`src/rtl/seq_detector_prog.sv`:
```
// rtl/seq_detector_prog.sv - programmable serial pattern detector with qualifier, overlap control and saturating match counter
module seq_detector_prog #(
    parameter int MAX_LEN = 8,
    parameter int CNT_W   = 16,
    localparam int LEN_W  = $clog2(MAX_LEN + 1)
) (
    input  logic               clk,
    input  logic               reset,
    input  logic               in_valid,
    input  logic               in_bit,
    input  logic               cfg_load,
    input  logic [MAX_LEN-1:0] cfg_pattern,
    input  logic [LEN_W-1:0]   cfg_len,
    input  logic               cfg_overlap,
    input  logic               clear_count,
    output logic               seq_detected,
    output logic [CNT_W-1:0]   dseq_count,
    output logic               cfg_err,
    output logic [LEN_W-1:0]   hist_fill
);

    localparam logic [LEN_W-1:0] FILL_MAX = LEN_W'(MAX_LEN);
    localparam logic [CNT_W-1:0] CNT_MAX  = {CNT_W{1'b1}};

    logic [MAX_LEN-1:0] r_pattern;
    logic [LEN_W-1:0]   r_len;
    logic               r_overlap;
    logic [MAX_LEN-1:0] r_hist;
    logic [LEN_W-1:0]   r_fill;
    logic               r_det;
    logic [CNT_W-1:0]   r_count;
    logic               r_err;

    logic               w_len_ok;
    logic [MAX_LEN-1:0] w_hist_next;
    logic [LEN_W-1:0]   w_fill_next;
    logic [MAX_LEN-1:0] w_mask;
    logic               w_shift;
    logic               w_match;

    assign w_len_ok    = (cfg_len != '0) && (cfg_len <= FILL_MAX);
    assign w_shift     = in_valid && !cfg_load;
    assign w_hist_next = {r_hist[MAX_LEN-2:0], in_bit};
    assign w_fill_next = (r_fill == FILL_MAX) ? FILL_MAX : r_fill + LEN_W'(1);

    // Only the low len bits of history/pattern take part in the compare.
    always_comb begin
        w_mask = '0;
        for (int i = 0; i < MAX_LEN; i++) begin
            w_mask[i] = (i < int'(r_len));
        end
    end

    assign w_match = w_shift && (w_fill_next >= r_len) &&
                     ((w_hist_next & w_mask) == (r_pattern & w_mask));

    always_ff @(posedge clk) begin
        if (reset) begin
            r_pattern <= '0;
            r_len     <= LEN_W'(2);
            r_overlap <= 1'b1;
            r_hist    <= '0;
            r_fill    <= '0;
            r_det     <= 1'b0;
            r_count   <= '0;
            r_err     <= 1'b0;
        end else begin
            r_det <= w_match;
            r_err <= cfg_load && !w_len_ok;

            if (cfg_load) begin
                if (w_len_ok) begin
                    r_pattern <= cfg_pattern;
                    r_len     <= cfg_len;
                    r_overlap <= cfg_overlap;
                    r_fill    <= '0;
                end
            end else if (in_valid) begin
                r_hist <= w_hist_next;
                // Non-overlap mode restarts the fill so the next match needs len fresh bits.
                if (w_match && !r_overlap) begin
                    r_fill <= '0;
                end else begin
                    r_fill <= w_fill_next;
                end
            end

            if (clear_count) begin
                r_count <= w_match ? CNT_W'(1) : '0;
            end else if (w_match && (r_count != CNT_MAX)) begin
                r_count <= r_count + CNT_W'(1);
            end
        end
    end

    assign seq_detected = r_det;
    assign dseq_count   = r_count;
    assign cfg_err      = r_err;
    assign hist_fill    = r_fill;

endmodule

```
`config.mk`:
```
export PLATFORM = sky130hd
export DESIGN_NAME = seq_detector_prog
export DESIGN_NICKNAME = d
export VERILOG_FILES = /design/src/rtl/seq_detector_prog.sv
export SDC_FILE = /design/constraint.sdc
export NUM_CORES = 1
export LEC_CHECK = 0
export ABC_AREA = 1
export CAP_MARGIN = 0
export CORE_ASPECT_RATIO = 0.8
export CORE_MARGIN = 2
export CORE_UTILIZATION = 45
export DETAILED_ROUTE_END_ITERATION = 16
export GPL_TIMING_DRIVEN = 0
export PLACE_DENSITY = 0.7
export SLEW_MARGIN = 20
export SYNTH_ARGS = -nofsm -noshare
export SYNTH_HDL_FRONTEND = slang
export SYNTH_SLANG_ARGS = --single-unit
export TNS_END_PERCENT = 20
```
`constraint.sdc`:
```
create_clock -name clk -period 2.9 [get_ports clk]
set_clock_uncertainty 0.05 [all_clocks]
set_input_delay 0.435 -clock clk [delete_from_list [all_inputs] [get_ports clk]]
set_output_delay 0.435 -clock clk [all_outputs]
set_load 0.02 [all_outputs]
```
==> flow_summary.toml <==
[cells_and_area]
drive_gt1_share_pct = 6.329
post-route-util_pct = 57.70
final_cell_mix = "nand2_1, inv_1, dfxtp_1"
final_cell_area_mm2 = 0.002889
diodes = 0
layout.nets = 421
area_delta_synth_final_pct = 23.21
final_common_cell = "nand2_1"

[synth]
yosysSeqAreaShare_pct = 35.86
synth_ff_type = "dfxtp_1"
synthCells = 349
synth_edf_count = 0
avgSynthCellArea_um2 = 6.718
synth-seq-cells = 42
syn_area_mm2 = 0.002345
yosysWarnings = 0
syn-num-nets = 375
yosysUniqueCellTypes = 28
async_flop_share_pct = 0

[detailed_routing]
wl_per_cell_um = 12.50
drt_wl_total_um = 5712
drc_errors = 0
drt_iter0_markers = 137
routed-via-count = 2359
final_antenna_net_count = 0
via_per_inst = 5.162
firstDrtPassIters = 4

[sta]
maxSlewViolCount = 0
post-route-period-util_pct = 82.73
hold_violations = 0
max_freq_mhz = 416.8
fin_crit_ns = 2.399
finalSetupTns_ns = 0
tightestPinTransition_ns = 0.5624
slew-limit-headroom_pct = 62.37
setup_viol_count_final = 0
rsz0062_at_grt = "no"
hold_ws_ns = 0.4230

[critical_path]
worstSetupEndpointType = "flop"
r2r_start = "hist_fill[0]"
startpoint = "hist_fill[0]"
worst_r2r_endpoint = "dseq_count[2]"
crit_fanout = 10
cp.required_ns = 3.04
path_class = "reg -> reg"
rr_worst_depth = 15
cp-endpoint = "dseq_count[2]"
startpoint_type = "flop"
crit_arrival_ns = 2.54
reg2reg_slack_ns = 0.50

[pwr]
swShare_pct = 27.22
power_mw = 1.143
power_density_mw_per_mm2 = 395.6
pwr-share-clk_pct = 31.6
combPwrFrac_pct = 14.6
vdd_drop_max_uv = 230.8
internal_power_uw = 831.6
p_sw_uw = 311.1
leakage_nw = 1.206
share_seq_of_total_power_pct = 53.7

[grt]
grt_use_total_pct = 21.00
grt_pass1_vias = 2028
antenna_found_initial = 0
grt_max_degree = 12
grt-ovfl-total = 0
grt_pass1_wl_um = 9597

[place]
dpl.hpwl_um = 4388
io_buffers = 39
globalplace.congestion = 0.9455
placed_area_mm2 = 0.002813

[job]
maxCapViolations = 0

[min_path]
min_path_type = "reg -> reg"

[clocking]
hold_buffers = 0
tritoncts = "built"
root_buffer = "clkbuf_8"
numCtsBuffers = 5
insertion_delay_ns = 0.29
postCtsResizedCells = 0
clkSlewWorstSetupHoldPaths_ns = 0.08
cts.sinks = 42
cts_max_level = 2
postCtsSetupBuffers = 0
cts_buffer_depth = 2

[die]
io_pins = 41
row_count = 23
core_mm2 = 0.005007
start_util_pct = 46.83
die_width_um = 84.71
die_area_mm2 = 0.005808
die_h_um = 68.57

[outcome]
status = "complete, no violations"
power by group through the flow:
stage	Combinational (mW)	Clock [mW]	Sequential [mW]
floorplan	0.105	0	0.627
global placement	0.164	0	0.627
detailed placement	0.168	0	0.627
CTS	0.168	0.370	0.614
global route	0.189	0.399	0.618
finish	0.167	0.361	0.614
registers in the layout (all words and copies together), names as in the netlist:
signal	count
seq_detected	1
r_hist	7
r_pattern	8
r_len	4
cfg_err	1
r_overlap	1
dseq_count	16
hist_fill	4
through the flow:
step	cells	setup WS, ns
after detailed placement	450	0.4880
final	457	0.5007
after floorplan	349	0.6771
after CTS	457	0.4781
after global routing	457	0.2668
after global placement	450	0.5395
cells in the mapped netlist (2+ instances only):
cell | n | area [um^2]
inv_1 | 46 | 172.7
dfxtp_1 | 42 | 840.8
o211ai_1 | 2 | 15.01
ha_1 | 7 | 87.58
o21ai_0 | 20 | 100.1
a21oi_1 | 30 | 150.1
nand2_2 | 3 | 18.77
buf_6 | 2 | 22.52
clkbuf_1 | 4 | 15.01
nor2_2 | 4 | 25.02
xnor2_1 | 3 | 26.28
buf_2 | 3 | 15.01
inv_2 | 2 | 7.510
nand3_1 | 27 | 135.1
nor2_1 | 40 | 150.1
xor2_1 | 5 | 43.79
nand2_1 | 84 | 315.3
nor2_4 | 3 | 33.78
nand4_1 | 13 | 81.33
cell type report:
type	instances	area, um^2
well taps	62	77.57
inverters	48	180.2
fillers	498	2118
multi-input cells	249	1267
flip-flops and latches	42	840.8
plain buffers	10	56.30
clock buffers	7	76.32
repair buffers	39	390.4
layer usage:
layer | vias to the layer above | routed length, um | global-route usage (%)
li1 | 1216 | - | -
met1 | 1068 | 3023 | 31.63
met4 | 0 | 47 | 5.556
met2 | 70 | 2273 | 29.92
met5 | - | 0 | 0
met3 | 5 | 368 | 4.881
cells by family (layout without fill, tap and decap cells):
family,count (synthesis),in the layout,synth area share [%]
buf+inv,58,104,10.09
simple gates,178,178,34.90
fa+ha+maj,7,7,3.735
flops,42,42,35.86
xor+xnor,8,8,2.988
compound gates,56,56,12.43
worst max-delay path, cell delays in order, from the launching register on:
cell	delay (ns)
dfxtp_1	0.41
inv_1	0.08
ha_1	0.19
nand2_1	0.08
o21ai_0	0.12
ha_1	0.30
inv_1	0.03
nand2_1	0.04
nand2_1	0.05
nand2_1	0.05
nand2_1	0.06
a21oi_1	0.19
nand4_2	0.23
buf_6	0.23
o21ai_1	0.11
nor2_1	0.06
worst min path at each step:
| stage | slack [ns] | start | to | depth (start not counted) |
|---|---|---|---|---|
| floorplan | 0.39 | r_pattern[5] | r_pattern[5] | 2 |
| global placement | 0.41 | r_pattern[4] | r_pattern[4] | 2 |
| detailed placement | 0.41 | r_pattern[4] | r_pattern[4] | 2 |
| CTS | 0.43 | r_pattern[4] | r_pattern[4] | 2 |
| global route | 0.46 | r_pattern[5] | r_pattern[5] | 2 |
| finish | 0.42 | r_pattern[0] | r_pattern[0] | 2 |
Power figures use the tool's default switching activity.
